## src/rtl/sd_dma_sched.sv

```systemverilog
// rtl/sd_dma_sched.sv - splits one CPU job into DMA chunks; optional irq output under `SD_DMA_SCHED_IRQ_EN
module sd_dma_sched #(
  parameter int MAX_CHUNK     = 8,
  parameter int WORDS_PER_SEC = 128,
  parameter int TO_CYCLES     = 1000000
) (
  input  logic        clk,
  input  logic        rst_n,
  input  logic        start,
  input  logic [31:0] job_sec,
  input  logic [31:0] job_cnt,
  input  logic [31:0] job_addr,
  input  logic        abort,
  input  logic        wr_beat,
  output logic [31:0] sec_addr,
  output logic [31:0] sec_counts,
  output logic [31:0] ahb_waddr,
  output logic        sd_read,
  output logic        busy,
  output logic        done,
  output logic        err,
  output logic [31:0] rem_cnt
`ifdef SD_DMA_SCHED_IRQ_EN
  ,
  input  logic        irq_clr,
  output logic        irq
`endif
);

  localparam logic [31:0] MAX_C    = 32'(MAX_CHUNK);
  localparam logic [31:0] WPS      = 32'(WORDS_PER_SEC);
  // The watchdog trips on the cycle whose increment would reach TO_CYCLES-1.
  localparam logic [31:0] WD_LIMIT = 32'(TO_CYCLES - 2);

  typedef enum logic [1:0] {S_IDLE, S_LOAD, S_RUN, S_GAP} state_t;

  state_t      state, state_n;
  logic [31:0] cur_sec, cur_addr, rem;
  logic [31:0] chunk, exp_beats, beat_cnt, wd_cnt;
  logic        gap_cnt;

  logic [31:0] chunk_c, rem_after;
  logic        start_ok, beat_last, wd_expire, done_set, err_set;

  assign busy    = (state != S_IDLE);
  assign rem_cnt = rem;

  // Chunk sizing and the events that end a chunk or a job.
  always_comb begin
    chunk_c   = (rem > MAX_C) ? MAX_C : rem;
    rem_after = rem - chunk;
    start_ok  = (state == S_IDLE) && start && !abort;
    beat_last = (state == S_RUN) && wr_beat && (beat_cnt == exp_beats - 32'd1);
    wd_expire = (state == S_RUN) && !wr_beat && (wd_cnt == WD_LIMIT);
    done_set  = !abort && ((start_ok && (job_cnt == 32'd0)) ||
                           (beat_last && (rem_after == 32'd0)));
    err_set   = !abort && wd_expire;
  end

  // State register.
  always_ff @(posedge clk or negedge rst_n) begin
    if (!rst_n) state <= S_IDLE;
    else        state <= state_n;
  end

  // Next-state logic; abort overrides every transition.
  always_comb begin
    state_n = state;
    case (state)
      S_IDLE: if (start_ok && (job_cnt != 32'd0)) state_n = S_LOAD;
      S_LOAD: state_n = S_RUN;
      S_RUN: begin
        if (beat_last)      state_n = (rem_after == 32'd0) ? S_IDLE : S_GAP;
        else if (wd_expire) state_n = S_IDLE;
      end
      S_GAP:  if (gap_cnt) state_n = S_LOAD;
      default: state_n = S_IDLE;
    endcase
    if (abort) state_n = S_IDLE;
  end

  // Job/chunk registers, beat and watchdog counters, status outputs.
  always_ff @(posedge clk or negedge rst_n) begin
    if (!rst_n) begin
      cur_sec    <= '0;
      cur_addr   <= '0;
      rem        <= '0;
      chunk      <= '0;
      exp_beats  <= '0;
      beat_cnt   <= '0;
      wd_cnt     <= '0;
      gap_cnt    <= 1'b0;
      sec_addr   <= '0;
      sec_counts <= '0;
      ahb_waddr  <= '0;
      sd_read    <= 1'b0;
      done       <= 1'b0;
      err        <= 1'b0;
    end else begin
      sd_read <= (state_n == S_RUN);
      done    <= done_set;
      if (err_set) err <= 1'b1;
      if (abort) begin
        rem <= '0;
      end else begin
        case (state)
          S_IDLE: begin
            if (start) begin
              err <= 1'b0;
              if (job_cnt != 32'd0) begin
                cur_sec  <= job_sec;
                cur_addr <= job_addr;
                rem      <= job_cnt;
              end
            end
          end
          S_LOAD: begin
            sec_addr   <= cur_sec;
            sec_counts <= chunk_c;
            ahb_waddr  <= cur_addr;
            chunk      <= chunk_c;
            // A single-sector request is widened to two by the DMA.
            exp_beats  <= (chunk_c == 32'd1) ? (WPS << 1) : (chunk_c * WPS);
            beat_cnt   <= '0;
            wd_cnt     <= '0;
            gap_cnt    <= 1'b0;
          end
          S_RUN: begin
            if (wr_beat) begin
              beat_cnt <= beat_cnt + 32'd1;
              wd_cnt   <= '0;
            end else begin
              wd_cnt   <= wd_cnt + 32'd1;
            end
            if (beat_last) begin
              cur_sec  <= cur_sec + chunk;
              cur_addr <= cur_addr + (chunk << 9);
              rem      <= rem_after;
            end
          end
          S_GAP: gap_cnt <= 1'b1;
          default: ;
        endcase
      end
    end
  end

`ifdef SD_DMA_SCHED_IRQ_EN
  // Sticky interrupt; a new set event wins over a simultaneous clear.
  always_ff @(posedge clk or negedge rst_n) begin
    if (!rst_n)                       irq <= 1'b0;
    else if (done_set || err_set)     irq <= 1'b1;
    else if (irq_clr)                 irq <= 1'b0;
  end
`endif

endmodule

```

## config.mk

```make
export PLATFORM = sky130hd
export DESIGN_NAME = sd_dma_sched
export DESIGN_NICKNAME = d
export VERILOG_FILES = /design/src/rtl/sd_dma_sched.sv
export SDC_FILE = /design/constraint.sdc
export NUM_CORES = 1
export LEC_CHECK = 0
export CORE_ASPECT_RATIO = 1.4
export CORE_MARGIN = 3
export CORE_UTILIZATION = 47
export CTS_CLUSTER_DIAMETER = 200
export DETAILED_ROUTE_END_ITERATION = 6
export PLACE_DENSITY = 0.7
export SYNTH_ARGS = -nofsm -noshare
export SYNTH_HDL_FRONTEND = slang
export SYNTH_SLANG_ARGS = --single-unit
```

## constraint.sdc

```tcl
create_clock -name clk -period 5.15 [get_ports clk]
set_clock_uncertainty 0.1 [all_clocks]
set_input_delay 0.7725 -clock clk [delete_from_list [all_inputs] [get_ports clk]]
set_output_delay 0.7725 -clock clk [all_outputs]
set_load 0.02 [all_outputs]
```

== Word-level counts from Yosys, hierarchy flattened ==
Cells that the tools add are included.

* Order comparisons: 1
* Bitwise gates (word level): 1
* Eq/ne operators: 14
* Reduce and logical (&&, ||, !) cells: 29
* Add/sub/neg operators: 6
* Mux-type cells: 31

{| class="wikitable"
|+ Operators by type and width
! cell !! count
|-
| $mux W32 || 14
|-
| $pmux W32 S2 || 5
|-
| $add A32 B1 Y32 const B || 2
|-
| $add A32 B32 Y32 || 2
|-
| $logic_not A32 Y1 || 2
|-
| $eq A32 B1 Y1 const B || 1
|-
| $eq A32 B20 Y1 const B || 1
|-
| $eq A32 B32 Y1 || 1
|-
| $gt A32 B4 Y1 const B || 1
|-
| $reduce_bool A32 Y1 || 1
|-
| $sub A32 B1 Y32 const B || 1
|-
| $sub A32 B32 Y32 || 1
|-
| $mux W2 || 6
|-
| $logic_and A1 B1 Y1 || 11
|-
| $pmux W2 S4 || 1
|-
| $reduce_bool A2 Y1 || 4
|-
| $eq A2 B2 Y1 const B || 3
|-
| $ne A2 B2 Y1 const B || 3
|-
| $ne A3 B3 Y1 const B || 2
|-
| $reduce_and A2 Y1 || 3
|-
| $reduce_and A5 Y1 || 1
|-
| $mux W1 || 4
|-
| $reduce_and A4 Y1 || 1
|-
| $ne A3 B2 Y1 const B || 1
|-
| 9 further kinds || 10
|}

* Flip-flop bits (word level): 294
* Bits of input ports: 101
* Output and inout port bits: 132

== Depth between registers and ports, before layout ==
* Word-level depth: 8
* Depth in mapped cells: 15
* Mapped depth without buffers: 15

== Worst setup path before layout ==
OpenSTA, ideal clock, no wires.

* Kind: register to register
* Start point: register chunk[2]
* End point: register sd_read
* Path slack: 1.391 ns
* Buffers on the path: 0
* Stages on the path, launching flop included: 15
* Data arrival time: 3.593 ns
* Cell sequence: dfrtp_1 -> inv_1 -> ha_1 -> nor2b_1 -> o31a_1 -> o31a_1 -> o311ai_4 -> o21ai_1 -> a31oi_1 -> o31ai_1 -> xnor2_1 -> or4_1 -> nor2_1 -> and4b_1 -> a31o_1

* Longest elaborated chain between the ends: 7

{| class="wikitable"
|+ Ends and longest elaborated chain
! element !! RTL line !! RTL
|-
| start, declared || 39 || <nowiki>logic [31:0] chunk, exp_beats, beat_cnt, wd_cnt;</nowiki>
|-
| start signal, assigned || 121 || <nowiki>chunk <= chunk_c;</nowiki>
|-
| $sub A32 B32 Y32 || 51 || <nowiki>rem_after = rem - chunk;</nowiki>
|-
| $logic_not A32 Y1 || 73 || <nowiki>if (beat_last) state_n = (rem_after == 32'd0) ? S_IDLE : S_GAP;</nowiki>
|-
| $mux W2 (2 in series) || 73 ||
|-
| $pmux W2 S4 || 69 || <nowiki>case (state)</nowiki>
|-
| $mux W2 || 79 || <nowiki>if (abort) state_n = S_IDLE;</nowiki>
|-
| $eq A2 B2 Y1 || 100 || <nowiki>sd_read <= (state_n == S_RUN);</nowiki>
|-
| end signal, assigned || 100 ||
|-
| end, declared || 18 || <nowiki>output logic sd_read,</nowiki>
|}

No other way between the ends.
A chain may end at the register's enable or synchronous reset.

== Worst setup path after layout ==
* Start point: register chunk[0]
* End point: register state[1]

* Longest elaborated chain between the ends: 6

{| class="wikitable"
|+ Ends and longest elaborated chain
! element !! RTL line !! RTL
|-
| $sub A32 B32 Y32 || 51 ||
|-
| $logic_not A32 Y1 || 73 ||
|-
| $mux W2 (2 in series) || 73 ||
|-
| $pmux W2 S4 || 69 ||
|-
| $mux W2 || 79 ||
|-
| named net state_n[1] || 37 || <nowiki>state_t state, state_n;</nowiki>
|-
| end signal, assigned || 63 || <nowiki>else state <= state_n;</nowiki>
|-
| end, declared || 37 ||
|}

The timed path passes the listed nets, and every way through them passes these cells.

==> results.sh <==
export IMPL_outcome="completed"
export IMPL_gp_congestion=0.910
export IMPL_die_area_mm2=0.0391
export IMPL_critPathArrivalTime_ps=4550
export IMPL_syn_avg_cell_area_um2=8.81
export IMPL_fin_nets=2362
export IMPL_async_reset_ff_share_pct=100
export IMPL_final_max_slew_viol_count=0
export IMPL_drv_cap=0
export IMPL_synth_area_mm2=0.0173
export IMPL_antenna_found_initial=3
export IMPL_cp_cell_sequence="ha_1 > fa_1 > nor2b_1 > o31a_1 > o31a_1 > o311ai_4 > o21ai_1 > a31oi_1 > o31ai_1 > nor4_1 > a211o_1 > nor2_1 > and4b_1 > o21ai_1"
export IMPL_cts_sinks=287
export IMPL_internal_power_mw=5.61
export IMPL_row_count=82
export IMPL_synthCells=1960
export IMPL_dr_pass1_iters=5
export IMPL_portBuffers=232
export IMPL_r2r_cells=14
export IMPL_cts_buffers_inserted=30
export IMPL_period_share_pct=81.6
export IMPL_num_vias=15023
export IMPL_grt_pass1_vias=14998
export IMPL_postRouteAntennaNets=0
export IMPL_yosys_warnings=0
export IMPL_vias_per_cell=5.67
export IMPL_detail_route_iter0_violations=836
export IMPL_pwr_share_clk_pct=24.5
export IMPL_postCtsHoldBufs=0
export IMPL_wire_per_inst_um=19.1
export IMPL_synth_seq_cells=287
export IMPL_timing_slew_headroom_pct=35.3
export IMPL_p_switching_mw=3.39
export IMPL_worst_pin_slew_ps=970
export IMPL_min_path_type="primary input to asynchronous set/reset pin"
export IMPL_final_cell_mix="nand2_1, dfrtp_1, clkdlybuf4s50_1"
export IMPL_path_max_fanout=6
export IMPL_syn_to_final_growth_pct=22.0
export IMPL_drive_gt1_share_pct=4.07
export IMPL_grtUsageTotal_pct=25.3
export IMPL_yosysSeqAreaShare_pct=41.6
export IMPL_place_ws_ps=971
export IMPL_wl_um=50500
export IMPL_hold_viol_final=0
export IMPL_n_fill_cell=3185
export IMPL_tns_ps=0
export IMPL_combPwrFrac_pct=40.3
export IMPL_grt_pass1_wl_um=80100
export IMPL_crit_type="flip-flop to flip-flop"
export IMPL_ir_drop_mv=0.309
export IMPL_cts_tree="done"
export IMPL_leakage_nw=9.51
export IMPL_rsz0062_at_grt="false"
export IMPL_setup_viol=0
export IMPL_ctsResizeCount=0
export IMPL_max_stage_delay_ps=720
export IMPL_synth_edf_count=0
export IMPL_clock_root_buffer="clkbuf_16"
export IMPL_start_kind="flip-flop"
export IMPL_fmax_mhz=238
export IMPL_p_seq_share_pct=35.2
export IMPL_cp_required_ps=5500
export IMPL_cts_max_level=1
export IMPL_hpwl_um=37300
export IMPL_end_kind="flip-flop"
export IMPL_post_cts_repair_setup_buffers=0
export IMPL_yosysUniqueCellTypes=73
export IMPL_clockBufferDepth=3
export IMPL_clk_insertion_delay_late_ps=570
export IMPL_crit_slowest_cell="o31ai_1"
export IMPL_power_mw=9.00
export IMPL_synth_fp_nets=2158
export IMPL_io_pins=233
export IMPL_switching_share_pct=37.6
export IMPL_grt_max_degree=118
export IMPL_die_h_um=233
export IMPL_ys_flop_type="dfrtp_1"
export IMPL_die_w_um=168
export IMPL_overflow=0
export IMPL_start_util_pct=47.9
export IMPL_cellPowerDensity_mw_per_mm2=428
export IMPL_detail_route_drc_violations=0
export IMPL_cts_reportedPaths_clkPinSlew_ps=70
export IMPL_period_minus_slack_ps=4200
export IMPL_final_common_cell="nand2_1"
export IMPL_worst_slack_ps=947
export IMPL_placeableCoreArea_mm2=0.0360
==> cells in the mapped netlist, drive strengths merged (7+ instances only) <==
library cell / instances / area [um^2]
nor2b: 17 / 106
nor4: 31 / 194
o21bai: 8 / 60.1
mux2i: 65 / 651
xnor2: 80 / 701
o21ai: 121 / 606
clkbuf: 63 / 236
inv: 70 / 263
o211ai: 10 / 80.1
dfrtp: 287 / 7180
nand2: 331 / 1240
buf: 10 / 48.8
nor2: 190 / 713
ha: 94 / 1180
and3: 23 / 144
xor2: 65 / 569
a211o: 7 / 61.3
a31oi: 15 / 93.8
a21o: 38 / 285
and2: 29 / 181
nand3: 47 / 235
or3: 25 / 156
nand2b: 15 / 93.8
a21oi: 113 / 569
mux2: 13 / 146
nor3: 39 / 205
o21a: 10 / 75.1
nand4: 26 / 163
a211oi: 36 / 270
==> metrics by stage <==
step / instance area [um^2] / std cells / hold WS (ps) / utilization, %
floorplan: 17300 / 1960 / 335 / -
global placement: 20000 / 2594 / 347 / 55.7
detailed placement: 20000 / 2594 / 351 / 55.7
CTS: 21100 / 2649 / 241 / 58.5
global route: 21100 / 2651 / 275 / 58.5
finish: 21100 / 2651 / 213 / 58.5
==> flip-flops by register name, summed over array words and instances, names as in the netlist, 25 cells and up <==
name / count
exp_beats: 25
sec_addr: 32
cur_sec: 32
wd_cnt: 32
ahb_waddr: 32
cur_addr: 32
chunk: 32
rem_cnt: 32
beat_cnt: 32
==> layout make-up <==
cell class              count  area [um^2]  share of cell area (%)
flip-flops and latches    287         7180                    34.1
well taps                 462          578                    2.74
clock buffers              46          922                    4.38
repair buffers            245         2440                    11.6
diodes                      2         5.00                  0.0238
inverters                  70          263                    1.25
multi-input cells        1530         9580                    45.5
clock inverters             9         85.1                   0.404
==> path summary, 6_finish.rpt <==
path	slack [ps]	end	from
setup reg to reg	950	state[1]$_DFF_PN0_	chunk[0]$_DFFE_PN0P_
setup / recovery	950	state[1]$_DFF_PN0_	chunk[0]$_DFFE_PN0P_
min in group clk	370	ahb_waddr[3]$_DFFE_PN0P_	cur_addr[3]$_DFFE_PN0P_
hold reg to reg	370	ahb_waddr[3]$_DFFE_PN0P_	cur_addr[3]$_DFFE_PN0P_
max in group asynchronous	3640	wd_cnt[18]$_DFFE_PN0P_	rst_n
hold / removal	210	ahb_waddr[5]$_DFFE_PN0P_	rst_n
==> power by group through the flow <==
stage | Clock, mW | Combinational (mW) | Sequential, mW
after floorplan | 0 | 2.01 | 3.44
after global placement | 0 | 3.56 | 3.19
after detailed placement | 0 | 3.61 | 3.20
after CTS | 2.25 | 3.64 | 3.17
after global routing | 2.34 | 3.99 | 3.23
final | 2.21 | 3.63 | 3.17
==> per-layer routing <==
layer / vias to the layer above / part of all wire (%) / GRT usage, %
met4: 0 / 4.3 / 10.5
met3: 112 / 4.9 / 3.65
li1: 7259 / - / -
met1: 7263 / 40 / 30.5
met5: - / 0 / 0
met2: 389 / 51 / 45.3
==> critical path, delay by kind of cell (launching register included) <==
kind | cells | cell delay (ps)
simple gates | 4 | 660
flops | 1 | 460
fa+ha+maj | 2 | 640
compound gates | 8 | 2230
==> kinds of logic after synthesis <==
family                     synth area share, %
buffers and inverters                     3.17
AOI/OAI and AO/OA                         14.5
muxes                                     4.62
xor gates and xnor gates                  7.36
adders and majority gates                 7.16
and+or+nand+nor                           21.5
DFF                                       41.6
Note: power is estimated with default switching activity, not from simulation.
